File: src/rtl/pwm_ramp_ctrl.sv
// pwm_ramp_ctrl
// Register-programmed soft-start controller for a 4-channel PWM. Software sets
// enables, per-channel target duties and a step size through a small bus.
// While ramping, each enabled channel's duty moves toward its target by STEP
// once every TICK_DIV clock cycles.
//
// Ports
//   clk, rst_n          system clock (rising edge) and async active-low reset
//   bus_we, bus_re      single-cycle write / read strobes
//   bus_addr            word address: 0 CTRL, 1 TARGET, 2 STEP, 3 STATUS, 4 CURRENT
//   bus_wdata           write data
//   bus_rdata           registered read data, valid while bus_ready is high
//   bus_ready           one-cycle acknowledge, one cycle after any strobe
//   pwm_enable          channel enables (bit n = channel n+1)
//   duty_ch1..duty_ch4  current ramped duty per channel
//   ramp_busy           high while ramping
//   ramp_done           one-cycle pulse on the cycle a ramp completes
module pwm_ramp_ctrl #(
  parameter int unsigned TICK_DIV = 100_000
) (
  input  logic        clk,
  input  logic        rst_n,
  input  logic        bus_we,
  input  logic        bus_re,
  input  logic [2:0]  bus_addr,
  input  logic [31:0] bus_wdata,
  output logic [31:0] bus_rdata,
  output logic        bus_ready,
  output logic [3:0]  pwm_enable,
  output logic [7:0]  duty_ch1,
  output logic [7:0]  duty_ch2,
  output logic [7:0]  duty_ch3,
  output logic [7:0]  duty_ch4,
  output logic        ramp_busy,
  output logic        ramp_done
);

  localparam int unsigned TW = (TICK_DIV > 1) ? $clog2(TICK_DIV) : 1;
  localparam logic [TW-1:0] TICK_LAST = TW'(TICK_DIV - 1);

  typedef enum logic {IDLE, RAMP} state_t;

  state_t           state, state_nxt;
  logic [TW-1:0]    tick;
  logic [3:0]       ctrl, ctrl_nxt;
  logic [3:0][7:0]  tgt;
  logic [3:0][7:0]  cur, cur_nxt;
  logic [7:0]       step;
  logic [31:0]      rd_val;
  logic             wr_ctrl, wr_tgt, wr_step;
  logic             start, settled, step_now;

  // One step of a channel toward its target. Sums and limits are formed at
  // 9 bits so a large STEP saturates at the target instead of wrapping.
  // STEP of zero means "jump straight to target".
  function automatic logic [7:0] step_toward(input logic [7:0] c,
                                             input logic [7:0] t,
                                             input logic [7:0] s);
    logic [8:0] up;
    logic [8:0] lim;
    logic [7:0] r;
    up  = {1'b0, c} + {1'b0, s};
    lim = {1'b0, t} + {1'b0, s};
    if ((s == 8'd0) || (c == t))
      r = t;
    else if (c < t)
      r = (up >= {1'b0, t}) ? t : up[7:0];
    else
      r = ({1'b0, c} > lim) ? (c - s) : t;
    return r;
  endfunction

  assign wr_ctrl  = bus_we && (bus_addr == 3'd0);
  assign wr_tgt   = bus_we && (bus_addr == 3'd1);
  assign wr_step  = bus_we && (bus_addr == 3'd2);
  assign ctrl_nxt = wr_ctrl ? bus_wdata[3:0] : ctrl;

  // Anything that may move a target away from the current duty starts a ramp:
  // a new target, a new step, or a channel turning on (it restarts from 0).
  assign start    = wr_tgt || wr_step || (wr_ctrl && (|(bus_wdata[3:0] & ~ctrl)));
  assign step_now = (state == RAMP) && (tick == TICK_LAST);

  always_comb begin
    settled = 1'b1;
    for (int n = 0; n < 4; n++)
      if (ctrl[n] && (cur[n] != tgt[n])) settled = 1'b0;
  end

  // A channel being disabled (including by this cycle's CTRL write) is zeroed
  // immediately so re-enabling soft-starts it from 0.
  always_comb begin
    cur_nxt = cur;
    for (int n = 0; n < 4; n++) begin
      if (!ctrl_nxt[n])
        cur_nxt[n] = 8'd0;
      else if (step_now && ctrl[n])
        cur_nxt[n] = step_toward(cur[n], tgt[n], step);
    end
  end

  // A start request arriving on the settled cycle keeps the ramp running so
  // the new setting is not lost.
  always_comb begin
    state_nxt = state;
    ramp_done = 1'b0;
    case (state)
      IDLE: if (start) state_nxt = RAMP;
      RAMP: if (settled && !start) begin
        state_nxt = IDLE;
        ramp_done = 1'b1;
      end
      default: state_nxt = IDLE;
    endcase
  end

  always_comb begin
    rd_val = 32'd0;
    case (bus_addr)
      3'd0:    rd_val = {28'd0, ctrl};
      3'd1:    rd_val = tgt;
      3'd2:    rd_val = {24'd0, step};
      3'd3:    rd_val = {31'd0, ramp_busy};
      3'd4:    rd_val = cur;
      default: rd_val = 32'd0;
    endcase
  end

  always_ff @(posedge clk or negedge rst_n) begin
    if (!rst_n) state <= IDLE;
    else        state <= state_nxt;
  end

  // Tick counter runs only while staying in RAMP, so every ramp entry starts
  // from 0 and register writes mid-ramp never restart it.
  always_ff @(posedge clk or negedge rst_n) begin
    if (!rst_n)
      tick <= '0;
    else if ((state == RAMP) && (state_nxt == RAMP))
      tick <= (tick == TICK_LAST) ? '0 : tick + 1'b1;
    else
      tick <= '0;
  end

  always_ff @(posedge clk or negedge rst_n) begin
    if (!rst_n) begin
      ctrl <= '0;
      tgt  <= '0;
      step <= '0;
      cur  <= '0;
    end else begin
      ctrl <= ctrl_nxt;
      cur  <= cur_nxt;
      if (wr_tgt)  tgt  <= bus_wdata;
      if (wr_step) step <= bus_wdata[7:0];
    end
  end

  // A combined write+read performs only the write and returns zero data.
  always_ff @(posedge clk or negedge rst_n) begin
    if (!rst_n) begin
      bus_ready <= 1'b0;
      bus_rdata <= '0;
    end else begin
      bus_ready <= bus_we || bus_re;
      bus_rdata <= (bus_re && !bus_we) ? rd_val : 32'd0;
    end
  end

  assign pwm_enable = ctrl;
  assign ramp_busy  = (state == RAMP);
  assign duty_ch1   = cur[0];
  assign duty_ch2   = cur[1];
  assign duty_ch3   = cur[2];
  assign duty_ch4   = cur[3];

endmodule

File: config.mk
export PLATFORM = sky130hd
export DESIGN_NAME = pwm_ramp_ctrl
export DESIGN_NICKNAME = d
export VERILOG_FILES = /design/src/rtl/pwm_ramp_ctrl.sv
export SDC_FILE = /design/constraint.sdc
export NUM_CORES = 1
export LEC_CHECK = 0
export CAP_MARGIN = 5
export CORE_MARGIN = 2
export CORE_UTILIZATION = 55
export CTS_BUF_LIST = sky130_fd_sc_hd__clkbuf_4
export CTS_CLUSTER_SIZE = 25
export DETAILED_ROUTE_END_ITERATION = 7
export PLACE_DENSITY = 0.77
export SLEW_MARGIN = 40
export SYNTH_ARGS = -nofsm -noshare
export SYNTH_HDL_FRONTEND = slang
export SYNTH_SLANG_ARGS = --single-unit
File: constraint.sdc
create_clock -name clk -period 6.15 [get_ports clk]
set_input_delay 1.5375 -clock clk [delete_from_list [all_inputs] [get_ports clk]]
set_output_delay 1.5375 -clock clk [all_outputs]
set_load 0.05 [all_outputs]
[Word-level counts from Yosys, hierarchy flattened]
Cells that the tools add are included.
Word-level totals
  bits in registers: 127
  input port bits: 39
  output and inout port bits: 71
  logic and storage cells: 125
Cells by class
  $add $sub $neg: 13
  order comparisons: 12
  equal/unequal tests: 17
  mux-type cells: 38
  bitwise logic cells: 3
  reductions and logical operators: 28
Operator list (number)
  $mux W8: 24
  $pmux W32 S5: 1
  $add A8 B8 Y9: 8
  $ge A9 B8 Y1: 4
  $gt A8 B9 Y1: 4
  $mux W17: 2
  $eq A8 B8 Y1: 4
  $lt A8 B8 Y1: 4
  $mux W32: 1
  $ne A8 B8 Y1: 4
  $sub A8 B8 Y8: 4
  $add A17 B1 Y17 const B: 1
  $eq A17 B17 Y1 const B: 1
  $logic_and A1 B1 Y1: 16
  $logic_not A8 Y1: 1
  $mux W1: 8
  $ne A2 B1 Y1 const B: 4
  $logic_or A1 B1 Y1: 7
  $eq A3 B2 Y1 const B: 2
  $and A4 B4 Y4: 1
  $mux W4: 1
  $not A4 Y4: 1
  $reduce_or A4 Y1: 1
  $eq A3 B1 Y1 const B: 1
  5 further kinds: 6

[Logic depth before layout (Yosys ltp)]
Gate-level depths: netlist (run 1).
  word-level depth: 11
  depth in mapped cells: 17
  gate-level depth less buffers: 16

[Least setup slack after synthesis (run 1)]
No wires, ideal clock.
  path kind: input-to-output
  start: input bus_wdata[3]
  end: output ramp_done
  arrival time: 3.364 ns
  data required time: 4.612 ns
  slack: 1.249 ns
  cell stages on the path: 4
  buffers on the path: 0
  cell sequence: a222oi_1 nand3_1 and4_1 nor3_1
On the way
  cells in the longest elaborated chain, start to end: 8
RTL lines
  from (decl): line 26  | input logic [31:0] bus_wdata,
  $and A4 B4 Y4: line 80  | assign start = wr_tgt || wr_step || (wr_ctrl && (|(bus_wdata[3:0] & ~ctrl)));
  $reduce_or A4 Y1: line 80
  $logic_and A1 B1 Y1: line 80
  $logic_or A1 B1 Y1: line 80
  $logic_not A1 Y1: line 108  | RAMP: if (settled && !start) begin
  $logic_and A1 B1 Y1: line 108
  $mux W1: line 108
  $mux W1: line 106  | case (state)
  to (decl): line 35  | output logic ramp_done
Every way passes these cells.

[Final worst setup path (run 1)]
  start: input bus_addr[1]
  end: output ramp_done
On the way
  cells in the longest elaborated chain, start to end: 8
  elaborated cells on any way between the ends: 13
  classes of those cells: eq/ne: 2; mux: 2; reduce/logical: 9
RTL lines
  from (decl): line 25  | input logic [2:0] bus_addr,
  $eq A3 B1 Y1 (tied with other cells): line 74  | assign wr_tgt = bus_we && (bus_addr == 3'd1);
  $logic_and A1 B1 Y1 (on tied branches): line 74, 73, 75
  $logic_or A1 B1 Y1 / $logic_and A1 B1 Y1 (equally long branches): line 80
  $logic_or A1 B1 Y1 (*): line 80
  $logic_not A1 Y1 (*): line 108
  $logic_and A1 B1 Y1 (*): line 108
  $mux W1 (*): line 108
  $mux W1 (*): line 106
Mark *: on every way between the ends. The rest lies on a longest branch, timed or not.

==> results of run 1 <==
[flip-flops by register name, summed over array words and instances, names as in the netlist]
signal,cells
bus_rdata,32
bus_ready,1
duty_ch1,8
duty_ch2,8
duty_ch3,8
duty_ch4,8
pwm_enable,4
ramp_busy,1
step,8
tgt,32
tick,17
[critical path: stages]
cell,delay [ns]
clkdlybuf4s50_1,0.79
nor2_1,0.35
nand3_1,0.09
and4_1,0.23
nor3_1,0.44
buf_4,0.29
[worst min-delay path by stage]
| stage | from | endpoint | slack [ns] | cells after the start |
|---|---|---|---|---|
| floorplan | tick[0] | tick[0] | 0.46 | 1 |
| global placement | tick[0] | tick[0] | 0.47 | 1 |
| detailed placement | tick[0] | tick[0] | 0.49 | 1 |
| CTS | tick[0] | tick[0] | 0.50 | 1 |
| global route | tick[0] | tick[0] | 0.55 | 1 |
| finish | tick[0] | tick[0] | 0.51 | 1 |
[logic make-up (layout without fill, tap and decap cells)]
group | count (synthesis) | in the layout | share of synthesized area (%)
adders and majority gates | 201 | 201 | 22.1
DFF | 127 | 127 | 27.0
and+or+nand+nor | 408 | 408 | 18.1
buffers and inverters | 126 | 238 | 4.09
AOI/OAI and AO/OA | 380 | 380 | 21.7
other | 0 | 1 | 0
muxes | 15 | 15 | 1.45
xor gates and xnor gates | 75 | 75 | 5.58
[where the power goes]
part           internal, W  switching (W)
clock             0.000367       0.000349
combinational     0.000897        0.00132
sequential        0.000924       0.000197
[per-stage QoR]
stage	instance area [um^2]	hold WS, ns	cells
5_1_grt	13500	0.552	1720
3_3_place_gp	13100	0.471	1687
2_1_floorplan	11800	0.455	1332
6_report	13500	0.505	1720
3_5_place_dp	13200	0.486	1687
4_1_cts	13500	0.502	1719
[final cells by class]
type | count | area share, %
Tap cell | 275 | 2.54
Sequential cell | 127 | 23.5
Timing Repair Buffer | 121 | 8.73
Clock buffer | 18 | 0.999
Multi-Input combinational cell | 1079 | 60.3
Antenna cell | 1 | 0.0185
Inverter | 85 | 2.36
Clock inverter | 14 | 1.59
[synth_stat cells, drive strengths merged, types with 21 or more instances]
| library cell | n | area (um^2) |
|---|---|---|
| nor2b | 33 | 206 |
| xor2 | 34 | 298 |
| dfrtp | 127 | 3180 |
| nand2 | 88 | 335 |
| nor2 | 112 | 420 |
| a21o | 26 | 195 |
| inv | 85 | 319 |
| xnor2 | 41 | 359 |
| ha | 189 | 2360 |
| nor3 | 21 | 128 |
| o21ai | 86 | 430 |
| nand3 | 41 | 205 |
| clkbuf | 38 | 143 |
| a22oi | 41 | 308 |
| a21oi | 77 | 385 |
[layer usage]
layer / vias to the layer above / wire length, um / track usage, %
li1: 5095 / - / -
met1: 5242 / 15200 / 44.1
met2: 462 / 15600 / 49.6
met3: 69 / 2900 / 5.76
met4: 0 / 1040 / 11.0
met5: - / 0 / 0
==> impl_metrics.json, run 1 <==
{
  "drc_errors": 0,
  "rows": 53,
  "syn_inst": 1332,
  "rsz0062_at_grt": "no",
  "clk_pin_slew_ns": 0.11,
  "die_h_um": 150,
  "core_region_area_mm2": 0.0210,
  "critical_path.endpoint": "ramp_done",
  "fp.dieArea_mm2": 0.0226,
  "async_flop_share_pct": 100,
  "start_util_pct": 56.0,
  "ys_ff_latch": 127,
  "io_pins": 110,
  "via_per_inst": 6.32,
  "first_iter_violations": 948,
  "finalPower_w": 0.00405,
  "synth_edf_count": 0,
  "grt_usage_pct": 31.7,
  "critPathKind": "in2out",
  "setup_ws_ns": 0.887,
  "hold_buffers": 0,
  "num_vias": 10900,
  "overflow": 0,
  "antenna_found_initial": 1,
  "synth_ff_type": "dfrtp_1",
  "seqCellArea_mm2": 0.00318,
  "cts.repair.resized": 0,
  "drt-total-wl_mm": 34.7,
  "syn2layout_area_growth_pct": 14.9,
  "final_cell_mix": "ha_1, dfrtp_1, nor2_1",
  "fin_skew_ns": 0.0214,
  "utilization_pct": 64.3,
  "max_cap_violations": 0,
  "yosysUniqueCellTypes": 80,
  "cp-end-kind": "output pin",
  "ir_drop_mv": 0.234,
  "grt_max_degree": 76,
  "grt_pass1_vias": 10300,
  "nNetsFinal": 1671,
  "tightest_slew_ns": 0.800,
  "drive_gt1_share_pct": 6.16,
  "p_leak_nw": 6.19,
  "cp.required_ns": 4.61,
  "ys_seq_area_share_pct": 27.0,
  "clock_path_buffers": 2,
  "cp-start-kind": "input pin",
  "finalHoldViolCount": 0,
  "drt_pass1_iterations": 7,
  "fin_crit_ns": 5.26,
  "place.gp.congestion": 0.913,
  "p_per_area_mw_per_mm2": 300,
  "synth_area_mm2": 0.0118,
  "cts-root-buf": "clkbuf_4",
  "multi_input_area_mm2": 0.00815,
  "antenna_left": 0,
  "cp-startpoint": "bus_addr[1]",
  "synth_area_per_cell_um2": 8.84,
  "fmax_mhz": 190,
  "slew_headroom_pct": 46.5,
  "cts_setup_buffers": 0,
  "reg2regPathDepth": 15,
  "tns_ns": 0,
  "pre_cts_ws_ns": 0.978,
  "clock_sinks": 127,
  "crit_arrival_ns": 3.73,
  "r2r-end": "duty_ch2[3]",
  "cts_inserted_buffers": 17,
  "ys.warnings.count": 0,
  "dp_hpwl_mm": 26.3,
  "grt_pass1_wl_mm": 55.5,
  "htreeDepth": 4,
  "clk_latency_ns": 0.57,
  "final_max_slew_viol_count": 0,
  "r2r_slack_ns": 1.12,
  "final_common_cell": "ha_1",
  "syn_nets": 1572,
  "crit_fanout": 15,
  "cts_tree": "built",
  "fillers": 1730,
  "wl_per_cell_um": 20.2,
  "setup_viol": 0,
  "hold_path.class": "reg2reg",
  "die_w_um": 150,
  "period_share_pct": 85.6,
  "io_buffer_count": 109,
  "status": "finished clean",
  "reg2reg_from": "step[4]"
}
(Power assumes the default switching activity.)
==> run 2: changes to the inputs <==
--- a/config.mk
+++ b/config.mk
@@ -12,6 +12,7 @@
 export CTS_CLUSTER_SIZE = 25
 export DETAILED_ROUTE_END_ITERATION = 7
 export PLACE_DENSITY = 0.77
+export SKIP_LAST_GASP = 1
 export SLEW_MARGIN = 40
 export SYNTH_ARGS = -nofsm -noshare
 export SYNTH_HDL_FRONTEND = slang
==> results of run 2 <==
Final layout, timing and power as in run 1 (identical DEF).
==> run 3: changes to the inputs <==
--- a/config.mk
+++ b/config.mk
@@ -5,13 +5,14 @@
 export SDC_FILE = /design/constraint.sdc
 export NUM_CORES = 1
 export LEC_CHECK = 0
+export ABC_AREA = 1
 export CAP_MARGIN = 5
 export CORE_MARGIN = 2
 export CORE_UTILIZATION = 55
 export CTS_BUF_LIST = sky130_fd_sc_hd__clkbuf_4
 export CTS_CLUSTER_SIZE = 25
 export DETAILED_ROUTE_END_ITERATION = 7
-export PLACE_DENSITY = 0.77
+export PLACE_DENSITY = 0.76
 export SKIP_LAST_GASP = 1
 export SLEW_MARGIN = 40
 export SYNTH_ARGS = -nofsm -noshare
==> impl_metrics.json, run 3 <==
{
  "status": "finished clean",
  "tightest_slew_ns": 0.913,
  "r2r-end": "duty_ch4[1]",
  "first_iter_violations": 1178,
  "drt-total-wl_mm": 41.1,
  "syn_inst": 1835,
  "grt_pass1_wl_mm": 64.8,
  "period_share_pct": 79.9,
  "synth_most_common_cell": "nand2_1",
  "clock_sinks": 127,
  "antenna_found_initial": 1,
  "core_region_area_mm2": 0.0226,
  "io_pins": 110,
  "highest_layer": "met4",
  "final_max_slew_viol_count": 0,
  "ys_seq_area_share_pct": 25.1,
  "place.gp.congestion": 0.979,
  "die_w_um": 156,
  "grt_max_degree": 86,
  "top_regs": "bus_rdata x32, tgt x32, tick x17",
  "netlist_top_cells_area": "dfrtp_1, ha_1, nand2_1, nand3_1, inv_1",
  "cp-start-kind": "input pin",
  "syn2layout_area_growth_pct": 13.3,
  "synth_edf_count": 0,
  "seqCellArea_mm2": 0.00318,
  "nNetsFinal": 2180,
  "cts_setup_buffers": 0,
  "antenna_left": 0,
  "grt_pass1_vias": 12300,
  "synth_common_cells": "nand2_1, inv_1, ha_1",
  "clk_latency_ns": 0.58,
  "multi_input_area_mm2": 0.00863,
  "syn_nets": 2075,
  "wl_per_cell_um": 18.4,
  "yosysUniqueCellTypes": 44,
  "clk_pin_slew_ns": 0.13,
  "yosysTopAreaCell": "dfrtp_1",
  "setup_viol": 0,
  "overflow": 0,
  "r2r_slack_ns": 1.56,
  "max_cap_violations": 0,
  "reg2regPathDepth": 19,
  "die_h_um": 156,
  "synth_area_per_cell_um2": 6.91,
  "cts-root-buf": "clkbuf_4",
  "synth_ff_type": "dfrtp_1",
  "cp-end-kind": "output pin",
  "fillers": 2120,
  "met2WireLength_mm": 18.7,
  "cp.required_ns": 4.61,
  "finalHoldViolCount": 0,
  "fp.dieArea_mm2": 0.0243,
  "whs_endpoint": "tick[0]",
  "final_common_cell": "nand2_1",
  "slew_headroom_pct": 39.1,
  "drt_pass1_iterations": 6,
  "rsz0062_at_grt": "no",
  "wirelength_met1_mm": 17.5,
  "fmax_mhz": 204,
  "crit_fanout": 14,
  "fin_crit_ns": 4.91,
  "clock_path_buffers": 2,
  "crit_arrival_ns": 3.38,
  "p_per_area_mw_per_mm2": 253,
  "dp_hpwl_mm": 30.0,
  "p_leak_nw": 7.77,
  "num_vias": 13100,
  "worstHoldStart": "tick[0]",
  "rows": 55,
  "min_path_cells": 1,
  "ys_ff_latch": 127,
  "drc_errors": 0,
  "drive_gt1_share_pct": 3.53,
  "reg2reg_from": "step[6]",
  "htreeDepth": 4,
  "final_cell_mix": "nand2_1, inv_1, ha_1",
  "cts_inserted_buffers": 17,
  "utilization_pct": 63.5,
  "ir_drop_mv": 0.112,
  "grt_usage_pct": 34.2,
  "start_util_pct": 56.0,
  "cts.repair.resized": 0,
  "tns_ns": 0,
  "critPathKind": "in2out",
  "via_per_inst": 5.84,
  "ys.warnings.count": 0,
  "synth_top_area_share_pct": 25.1,
  "async_flop_share_pct": 100,
  "hold_buffers": 0,
  "hold_path.class": "reg2reg",
  "synth_area_mm2": 0.0127,
  "fin_skew_ns": 0.0321,
  "wl_met3_mm": 3.58,
  "cts_tree": "built",
  "io_buffer_count": 109
}
run 3: cell types whose count changed after synthesis, moves of 20 or more:
cell and delta:
nor2b_1 -33, nand2_1 +471, a22oi_1 -41, a21o_1 -20, xor2_1 +20, nand4_1 +37
a21oi_1 +28, xnor2_1 -32, inv_1 +114, nand3_1 +139, nor2_1 +32
run 3: logic make-up after synthesis:
group | synth area share, %
fa+ha+maj | 20.5
buf+inv | 7.07
simple gates | 33.1
xor+xnor | 4.35
flops | 25.1
compound gates | 9.87
run 3: worst max path at each step:
stage / endpoint / startpoint
6_report: ramp_done / bus_addr[1]
5_1_grt: ramp_done / bus_addr[1]
4_1_cts: ramp_done / bus_addr[1]
3_5_place_dp: ramp_done / bus_addr[1]
3_3_place_gp: ramp_done / bus_addr[0]
2_1_floorplan: ramp_done / bus_addr[0]
run 3: metal layers:
| layer | track usage, % | vias to the layer above |
|---|---|---|
| met1 | 45.5 | 6063 |
| met2 | 56.6 | 612 |
| li1 | - | 6305 |
| met5 | 0 | - |
| met4 | 10.5 | 0 |
| met3 | 6.58 | 99 |
run 3: layout make-up:
class / instances / share of cell area (%)
multi-input combinational: 1472 / 60.1
sequential: 127 / 22.1
timing repair buffer: 118 / 8.07
inverter: 204 / 5.33
tap: 285 / 2.48
clock buffer: 18 / 0.941
clock inverter: 14 / 0.941
antenna: 1 / 0.0174
run 3: per-stage QoR:
stage,std cells,hold WS [ns],area (um^2),total power [W],setup WS [ns]
after floorplan,1835,0.430,12700,0.00244,1.97
after global placement,2206,0.452,14100,0.00295,1.30
after detailed placement,2206,0.455,14100,0.00301,1.27
after CTS,2238,0.476,14400,0.00361,1.27
after global routing,2239,0.509,14400,0.00393,1.02
final,2239,0.475,14400,0.00364,1.24
run 3: critical path, cell delays in order:
cell             delay, ns
clkdlybuf4s50_1       0.56
inv_1                 0.09
nor3_2                0.20
inv_2                 0.11
nor2_1                0.10
buf_4                 0.18
inv_2                 0.07
nand3_2               0.10
inv_2                 0.04
nand3_2               0.09
inv_1                 0.09
buf_4                 0.20
run 3: where the power goes:
group          total [W]  internal (W)  switching, W
Sequential       0.00112      0.000906      0.000213
Combinational    0.00192      0.000688       0.00124
Clock           0.000596      0.000210      0.000386
